==> config.mk <==
export PLATFORM = sky130hd
export DESIGN_NAME = div_share_arbiter_flat
export DESIGN_NICKNAME = d
export VERILOG_FILES = /design/src/rtl/div_share_arbiter_pkg.sv /design/src/rtl/div_share_arbiter_if.sv /design/src/rtl/div_share_arbiter_rr_arbiter.sv /design/src/rtl/div_share_arbiter.sv /design/src/flat_wrapper.sv
export SDC_FILE = /design/constraint.sdc
export NUM_CORES = 1
export LEC_CHECK = 0
export CORE_UTILIZATION = 42
export CTS_CLUSTER_SIZE = 25
export DETAILED_ROUTE_END_ITERATION = 16
export GPL_ROUTABILITY_DRIVEN = 0
export PLACE_DENSITY = 0.76
export SYNTH_ARGS = -nofsm -noshare
export SYNTH_HDL_FRONTEND = slang
export SYNTH_SLANG_ARGS = --single-unit
==> constraint.sdc <==
create_clock -name clock -period 1.6 [get_ports clock]
set_input_delay 0.32 -clock clock [delete_from_list [all_inputs] [get_ports clock]]
set_output_delay 0.32 -clock clock [all_outputs]
set_load 0.02 [all_outputs]
==> src/rtl/div_share_arbiter_pkg.sv <==
// div_pkg: FSM state encoding, default widths and the round-robin grant helper
// shared by the divider arbiter top, its arbiter sub-module and its interface.
package div_pkg;

    localparam int N_DEF     = 4;
    localparam int NREQ_DEF  = 2;
    localparam int IDW_DEF   = 1;

    // Upper bound on requesters the grant search can handle.
    localparam int RR_IDXW   = 5;
    localparam int RR_MAXREQ = 1 << RR_IDXW;

    typedef enum logic [1:0] {
        IDLE  = 2'd0,
        SHIFT = 2'd1,
        RESP  = 2'd2
    } state_t;

    // Index of the first set bit of valid at or above ptr, wrapping within
    // nreq. Returns nreq when no bit is set. Scanning from the far end lets
    // the lowest rotated position overwrite the result last.
    function automatic int unsigned rr_next_grant(
        input logic [RR_MAXREQ-1:0] valid,
        input int unsigned          ptr,
        input int unsigned          nreq
    );
        int unsigned idx;
        rr_next_grant = nreq;
        for (int k = RR_MAXREQ - 1; k >= 0; k--) begin
            if (unsigned'(k) < nreq) begin
                idx = ptr + unsigned'(k);
                if (idx >= nreq) idx = idx - nreq;
                if (valid[idx[RR_IDXW-1:0]]) rr_next_grant = idx;
            end
        end
    endfunction

endpackage

==> src/rtl/div_share_arbiter_if.sv <==
// Request/response bundle between the requesters (master) and the shared
// divider arbiter (slave). Request operands are packed per requester.
interface div_share_arbiter_if
    import div_pkg::*;
#(
    parameter int N    = N_DEF,
    parameter int NREQ = NREQ_DEF,
    parameter int IDW  = IDW_DEF
);
    logic [NREQ-1:0]   req_valid;
    logic [NREQ-1:0]   req_ready;
    logic [NREQ*N-1:0] req_x;
    logic [NREQ*N-1:0] req_y;
    logic              rsp_valid;
    logic              rsp_ready;
    logic [IDW-1:0]    rsp_id;
    logic [N-1:0]      rsp_q;
    logic [N-1:0]      rsp_r;
    logic              rsp_error;

    modport master (
        output req_valid, req_x, req_y, rsp_ready,
        input  req_ready, rsp_valid, rsp_id, rsp_q, rsp_r, rsp_error
    );

    modport slave (
        input  req_valid, req_x, req_y, rsp_ready,
        output req_ready, rsp_valid, rsp_id, rsp_q, rsp_r, rsp_error
    );
endinterface

==> src/rtl/div_share_arbiter_rr_arbiter.sv <==
// div_rr_arbiter: purely combinational round-robin picker. Produces a one-hot
// grant (or all zero) for the first valid requester at or above ptr.
module div_rr_arbiter
    import div_pkg::*;
#(
    parameter int NREQ = NREQ_DEF,
    parameter int IDW  = IDW_DEF
) (
    input  logic [NREQ-1:0] req_valid,
    input  logic [IDW-1:0]  ptr,
    output logic [NREQ-1:0] grant
);

    logic [RR_MAXREQ-1:0] valid_ext;
    int unsigned          pick;

    // Rotating-priority search, then expand the winning index to one-hot.
    always_comb begin
        valid_ext             = '0;
        valid_ext[NREQ-1:0]   = req_valid;
        pick                  = rr_next_grant(valid_ext, 32'(ptr), NREQ);
        grant                 = '0;
        for (int i = 0; i < NREQ; i++) begin
            if (pick == unsigned'(i)) grant[i] = 1'b1;
        end
    end

endmodule

==> src/rtl/div_share_arbiter.sv <==
// div_share_arbiter: shares one restoring shift-subtract unsigned divider
// between NREQ requesters with round-robin arbitration and a single tagged
// response channel. Divide-by-zero skips the shift phase and flags an error.
// Optional build macro DIV_ARB_STATS_EN adds 16-bit response/div0 counters.
module div_share_arbiter
    import div_pkg::*;
#(
    parameter int N    = N_DEF,
    parameter int NREQ = NREQ_DEF,
    parameter int IDW  = IDW_DEF
) (
    input  logic               clock,
    input  logic               reset,
    div_share_arbiter_if.slave bus,
    output logic               busy
`ifdef DIV_ARB_STATS_EN
    ,
    output logic [15:0]        stat_ops,
    output logic [15:0]        stat_div0
`endif
);

    localparam int CW = $clog2(N + 1);

    state_t          state, state_n;
    logic [IDW-1:0]  ptr;
    logic [IDW-1:0]  id;
    logic [2*N-1:0]  data;
    logic [N-1:0]    divisor;
    logic [CW-1:0]   count;
    logic            err;

    logic [NREQ-1:0] grant;
    logic [IDW-1:0]  gid;
    logic [N-1:0]    sel_x;
    logic [N-1:0]    sel_y;
    logic            accept;
    logic            rsp_fire;
    logic [N:0]      partial;
    logic [N-1:0]    diff;
    logic [2*N-1:0]  data_step;

    div_rr_arbiter #(
        .NREQ (NREQ),
        .IDW  (IDW)
    ) u_arb (
        .req_valid (bus.req_valid),
        .ptr       (ptr),
        .grant     (grant)
    );

    // Encode the granted index and mux out its operands.
    always_comb begin
        gid   = '0;
        sel_x = '0;
        sel_y = '0;
        for (int i = 0; i < NREQ; i++) begin
            if (grant[i]) begin
                gid   = IDW'(i);
                sel_x = bus.req_x[i*N +: N];
                sel_y = bus.req_y[i*N +: N];
            end
        end
    end

    assign accept   = (state == IDLE) && |(bus.req_valid & grant);
    assign rsp_fire = bus.rsp_valid && bus.rsp_ready;

    // One restoring division step; when the trial subtraction fits, the
    // difference is below the divisor, so its low N bits are exact.
    always_comb begin
        partial = data[2*N-1:N-1];
        diff    = partial[N-1:0] - divisor;
        if (partial >= {1'b0, divisor}) data_step = {diff, data[N-2:0], 1'b1};
        else                            data_step = {data[2*N-2:0], 1'b0};
    end

    // State register.
    always_ff @(posedge clock) begin
        if (reset) state <= IDLE;
        else       state <= state_n;
    end

    // Next-state decode and handshake outputs.
    always_comb begin
        state_n       = state;
        bus.req_ready = '0;
        bus.rsp_valid = 1'b0;
        busy          = 1'b1;
        case (state)
            IDLE: begin
                busy          = 1'b0;
                bus.req_ready = grant;
                if (accept) state_n = (sel_y == '0) ? RESP : SHIFT;
            end
            SHIFT: begin
                if (count == CW'(1)) state_n = RESP;
            end
            RESP: begin
                bus.rsp_valid = 1'b1;
                if (rsp_fire) state_n = IDLE;
            end
            default: state_n = IDLE;
        endcase
    end

    // Operand capture, pointer advance and the shift-subtract datapath.
    always_ff @(posedge clock) begin
        if (reset) begin
            ptr     <= '0;
            id      <= '0;
            data    <= '0;
            divisor <= '0;
            count   <= '0;
            err     <= 1'b0;
        end else begin
            case (state)
                IDLE: begin
                    if (accept) begin
                        id      <= gid;
                        ptr     <= (gid == IDW'(NREQ - 1)) ? '0 : gid + 1'b1;
                        divisor <= sel_y;
                        if (sel_y == '0) begin
                            data  <= '0;
                            count <= '0;
                            err   <= 1'b1;
                        end else begin
                            data  <= {{N{1'b0}}, sel_x};
                            count <= CW'(N);
                            err   <= 1'b0;
                        end
                    end
                end
                SHIFT: begin
                    data  <= data_step;
                    count <= count - 1'b1;
                end
                RESP: begin
                    if (rsp_fire) err <= 1'b0;
                end
                default: ;
            endcase
        end
    end

    assign bus.rsp_q     = data[N-1:0];
    assign bus.rsp_r     = data[2*N-1:N];
    assign bus.rsp_id    = id;
    assign bus.rsp_error = err;

`ifdef DIV_ARB_STATS_EN
    // Count completed responses and those that carried divide-by-zero.
    always_ff @(posedge clock) begin
        if (reset) begin
            stat_ops  <= '0;
            stat_div0 <= '0;
        end else if (rsp_fire) begin
            stat_ops <= stat_ops + 16'd1;
            if (err) stat_div0 <= stat_div0 + 16'd1;
        end
    end
`endif

endmodule

==> src/flat_wrapper.sv <==
// flat-port wrapper written by rule: the top's interface ports become plain ports
module div_share_arbiter_flat import div_pkg::*;
#(
    parameter int N    = N_DEF,
    parameter int NREQ = NREQ_DEF,
    parameter int IDW  = IDW_DEF
)
  (clock, reset, busy, bus_req_valid, bus_req_x, bus_req_y, bus_rsp_ready, bus_req_ready, bus_rsp_valid, bus_rsp_id, bus_rsp_q, bus_rsp_r, bus_rsp_error);
  div_share_arbiter_if #(.N(N), .NREQ(NREQ), .IDW(IDW)) bus_i ();
  input  logic clock;
  input  logic reset;
  output logic busy;
  input wire logic [$bits(bus_i.req_valid)-1:0] bus_req_valid;
  input wire logic [$bits(bus_i.req_x)-1:0] bus_req_x;
  input wire logic [$bits(bus_i.req_y)-1:0] bus_req_y;
  input wire logic [$bits(bus_i.rsp_ready)-1:0] bus_rsp_ready;
  output wire logic [$bits(bus_i.req_ready)-1:0] bus_req_ready;
  output wire logic [$bits(bus_i.rsp_valid)-1:0] bus_rsp_valid;
  output wire logic [$bits(bus_i.rsp_id)-1:0] bus_rsp_id;
  output wire logic [$bits(bus_i.rsp_q)-1:0] bus_rsp_q;
  output wire logic [$bits(bus_i.rsp_r)-1:0] bus_rsp_r;
  output wire logic [$bits(bus_i.rsp_error)-1:0] bus_rsp_error;
  assign bus_i.req_valid = bus_req_valid;
  assign bus_i.req_x = bus_req_x;
  assign bus_i.req_y = bus_req_y;
  assign bus_i.rsp_ready = bus_rsp_ready;
  assign bus_req_ready = bus_i.req_ready;
  assign bus_rsp_valid = bus_i.rsp_valid;
  assign bus_rsp_id = bus_i.rsp_id;
  assign bus_rsp_q = bus_i.rsp_q;
  assign bus_rsp_r = bus_i.rsp_r;
  assign bus_rsp_error = bus_i.rsp_error;
  div_share_arbiter #(.N(N), .NREQ(NREQ), .IDW(IDW)) u_core (.clock(clock), .reset(reset), .bus(bus_i), .busy(busy));
endmodule
# [Word level (Yosys, flattened, before mapping)]
# Cells that the tools add are included.
[op_classes] mux=35 n_addsub=6 n_bitwise=1 reduce_logical=12 n_eq_ne=7 n_lt_le_gt_ge=5
[ops] op="$mux W32" count=4
[ops] op="$eq A32 B1 Y1 const B" count=1
[ops] op="$ge A32 B2 Y1 const B" count=1
[ops] op="$logic_not A32 Y1" count=1
[ops] op="$sub A32 B2 Y32 const B" count=1
[ops] op="$mux W4" count=5
[ops] op="$mux W8" count=2
[ops] op="$pmux W8 S2" count=1
[ops] op="$lt A5 B6 Y1 const B" count=2
[ops] op="$mux W1" count=11
[ops] op="$bmux W1 S5" count=2
[ops] op="$mux W2" count=5
[ops] op="$mux W3" count=2
[ops] op="$ne A2 B1 Y1 const B" count=3
[ops] op="$pmux W2 S3" count=1
[ops] op="$pmux W3 S2" count=1
[ops] op="$reduce_and A3 Y1" count=2
[ops] op="$ge A5 B4 Y1" count=1
[ops] op="$logic_not A4 Y1" count=1
[ops] op="$reduce_and A2 Y1" count=2
[ops] op="$reduce_bool A2 Y1" count=2
[ops] op="$sub A4 B4 Y4" count=1
[ops] op="$eq A3 B1 Y1 const B" count=1
[ops] op="$sub A1 B2 Y3 const B" count=1
[ops] op="other kinds (11)" count=12
[totals] in_bits=21 reg_bits=20 word_cells=73

# [Longest topological paths before layout]
[depth] ltp_word=15 mapped_depth=7 ltp_nobuf=7

# [By module]
# A second synthesis with hierarchy kept.
[unflattened] hier_cells=134 area_unflattened_um2=1147.4
[by_module_without_submodules] module="div_share_arbiter" cells_each=131 area_per_inst_um2=1128.6 n_inst=1
[by_module_without_submodules] module="div_rr_arbiter" cells_each=3 area_per_inst_um2=18.8 n_inst=1

# [Least setup slack after synthesis]
# No wires, ideal clock.
[synth_timing] path_type="input -> register" startpoint="in bus_req_y[4]" endpoint="reg u_core.count[2]" path_buffers=0 arrival_ps=1445 t_required_ps=1472 setup_time_ps=128 stages=4 slack_ps=27 path_cell_list="or4_1 > a32o_2 > a222oi_1 > nor2_1"
[synth_between] elab_chain_len=5
[synth_lines] item="from (decl)" line="flat_wrapper.sv:15" text="input wire logic [$bits(bus_i.req_y)-1:0] bus_req_y;"
[synth_lines] item="$mux W4" line="div_share_arbiter.sv:58" text="if (grant[i]) begin"
[synth_lines] item="$logic_not A4 Y1" line="div_share_arbiter.sv:123" text="if (sel_y == '0) begin"
[synth_lines] item="$mux W3" line="div_share_arbiter.sv:123"
[synth_lines] item="$mux W3" line="div_share_arbiter.sv:119" text="if (accept) begin"
[synth_lines] item="$pmux W3 S2" line="div_share_arbiter.sv:117" text="case (state)"
[synth_lines] item="to (signal assigned)" line="div_share_arbiter.sv:129" text="count <= CW'(N);"
[synth_lines] item="to (signal assigned)" line="div_share_arbiter.sv:136" text="count <= count - 1'b1;"
[synth_lines] item="to (decl)" line="div_share_arbiter.sv:30" text="logic [CW-1:0] count;"
# No other way between the ends. The select of a mux whose other input is x is not followed.
# A chain may end at the register's enable or synchronous reset.

# [Worst setup path in the final report]
[layout_timing] startpoint="in bus_req_y[7]" endpoint="reg u_core.count[2]"
# Same word-level chain as after synthesis.

==> results.txt <==
share of layout cells above drive strength 1: 22.99%
later-pin clock latency in the skew report: 0.30 ns
post-DR wirelength/cell: 14.87 um
Final Net Count: 217
Worst Path Max Fanout: 7
max-slew violations: 0
area fraction in compound gates after synthesis: 27.55%
DPL Wire Length: 2474 um
required time at the endpoint of the critical path: 1.79 ns
synthesized area per cell: 8.523 um^2
number of buffers added by the clock tree synthesis step: 3
Total Die Area: 0.003016 mm^2
Leakage: 0.7774 nW
initial core utilization: 45.81%
worst slack, placed: -0.5472 ns
worst clock skew: 0.01146 ns
final period demand of the worst path: 1.589 ns
fraction of synthesized cell area taken by the top area cell type: 34.04%
library cell contributing the largest single delay on the critical path: or4_1
sequential fraction of the synthesis area: 34.04%
cell count after synthesis: 138
critical path class: input port to flop
share of synthesized cell area in and, or, nand and nor gates: 19.68%
Slew @ Worst Pin: 0.5413 ns
number of setup violations in the final report: 0
most common cell after layout, fill and taps aside: buf_4
cell types with the largest area share after synthesis: dfxtp_1 34%, ha_1 6.4%, nor2_1 5.4%
Starting DRT DRC Count: 7
total via count in the routed design: 1239
Max stage delay on crit path: 0.51 ns
Min-Delay Path Depth: 2
leading cell types in the layout, fill and taps excluded: 19 x buf_4, 18 x dlygate4sd2_1, 18 x dfxtp_1
total number of H-tree levels: 1
xor/xnor share of the synthesized area: 0.7447%
count of TritonRoute iterations in the first routing pass: 4
Critical Path End Type: flop
clock root buffer master: clkbuf_4
Residual DRC: 0
fill cell instance count of the final layout: 241
PwrDens: 952.1 mW/mm^2
Post-Syn Area: 0.001176 mm^2
type of the tightest min-delay check: flop to flop
Clock Sinks: 20
Longest Clk Path Bufs: 2
detailed-route wire length: 3227 um
ant diodes: 0
first-pass GRT wire length: 5188 um
status: finished, final reports clean
Synth Warn #: 0
CTS Hold Bufs: 0
leading area contributor after synthesis: dfxtp_1
post-synthesis net count: 166
dominant combinational cell family by area after synthesis: compound AO/OA/AOI/OAI gates
antenna violation net count after detailed routing: 0
final core area utilization: 67.74%
number of cell rows: 18
number of max-cap violations: 0
post-synthesis sequential element count: 20
multiplexer share of the synthesized area: 3.511%
number of port buffers: 34
core footprint: 0.002567 mm^2
distinct cell type count after synthesis: 40
global-route congestion overflow total: 0
fin worst setup slack: 0.01106 ns
arrival time worst endpoint: 1.77 ns
pin count of the biggest net entering global routing: 13
number of top-level pins: 35
vias in the first global route: 1221
TritonCTS clock tree: done
worst reg-to-reg path cell count: 6
overall power after layout: 0.001656 W
height of the die: 54.92 um
worst path cell trace: dlygate4sd2_1 -> or4_1 -> a32o_2 -> a222oi_1 -> nor2_1
final worst-path cycle share: 99.31%
worst ir drop on vdd: 824.2 uV
Vias/cell: 5.710
Die Width: 54.92 um
GRT Total Usage: 24.00%
highest clock rate: 0.6294 GHz
final hold vios: 0
crit path launch type: input port
number of antenna violations at the first check in global routing: 0
clk slew on worst S/H paths: 0.10 ns
Post-Synth Adder-Cell Area: 8.085%
area growth from synthesis to final layout: 47.87%
headroom to the max-slew limit: 63.72%
[state kept, by name, indices dropped and copies added (netlist names)]
name / cells
u_core.bus.rsp_error: 1
u_core.bus.rsp_id: 1
u_core.count: 3
u_core.data: 8
u_core.divisor: 4
u_core.ptr: 1
u_core.state: 2
[cells by family (layout without fill, tap and decap cells)]
family,count (synthesis),after routing
and+or+nand+nor,45,45
AOI/OAI and AO/OA,42,42
DFF,20,20
buffers and inverters,19,68
adders and majority gates,7,7
muxes,4,4
xor gates and xnor gates,1,1
[power by group]
part | switching (W) | total [W] | internal, W
sequential | 0.0000541 | 0.000619 | 0.000565
combinational | 0.000395 | 0.000802 | 0.000407
clock | 0.000147 | 0.000235 | 0.0000878
total | 0.000596 | 0.00166 | 0.00106
[path summary, 6_finish.rpt]
check | start | end | slack (ns)
max | bus_req_y[7] | u_core.count[2] | 0.01
min | u_core.bus.rsp_id | u_core.bus.rsp_id | 0.49
max reg2reg | u_core.divisor[1] | u_core.data[4] | 0.09
min reg2reg | u_core.bus.rsp_id | u_core.bus.rsp_id | 0.49
[cells in the mapped netlist, drive strengths merged]
master / number
a211oi: 6
a21boi: 1
a21oi: 10
a221oi: 1
a222oi: 1
a22o: 2
a311oi: 1
a32o: 5
a32oi: 6
a41oi: 1
and3: 1
buf: 2
clkbuf: 6
dfxtp: 20
fa: 1
ha: 6
inv: 11
mux2: 1
mux2i: 3
nand2: 6
nand2b: 3
nand3: 2
nand3b: 2
nand4: 1
nor2: 17
nor2b: 3
nor3: 5
nor3b: 1
o211ai: 1
o21ai: 3
o21ba: 1
o221a: 1
o31a: 1
o31ai: 1
or2: 2
or4: 2
xor2: 1
[worst max-delay path, delay by kind of cell]
family / cells / cell delay, ns
buffers and inverters: 1 / 0.24
AO/OA/AOI/OAI: 2 / 0.62
AND/OR/NAND/NOR: 2 / 0.58
[layout make-up]
class | instances | area (um^2) | share of cell area [%]
Inverter | 11 | 41.29 | 2.374
Timing Repair Buffer | 54 | 474.2 | 27.27
Sequential cell | 20 | 402.9 | 23.17
Tap cell | 30 | 37.54 | 2.158
Clock buffer | 3 | 22.52 | 1.295
Multi-Input combinational cell | 99 | 760.7 | 43.74
[routing by layer]
| metal | vias to the layer above | global-route usage, % | routed length, um |
|---|---|---|---|
| met3 | 2 | 4.918 | 92 |
| met2 | 22 | 49.00 | 1854 |
| li1 | 609 | - | - |
| met4 | 0 | 3.333 | 10 |
| met1 | 606 | 25.08 | 1271 |
| met5 | - | 0 | 0 |
[per-stage QoR]
step                instances  hold WS (ns)  area [um^2]  TNS [ns]
finish                    217        0.4892         1739         0
global route              217        0.5348         1739  -0.02112
CTS                       214        0.4970         1679         0
detailed placement        211        0.4731         1648    -6.777
global placement          211        0.4659         1648    -5.904
floorplan                 138        0.4544         1176         0
[what timing repair did]
item                       CTS  global route
buffers inserted             0             3
resized for setup           32             9
pin swaps                    6             4
setup endpoints to repair   25             8
Note: power is estimated with default switching activity, not from simulation.
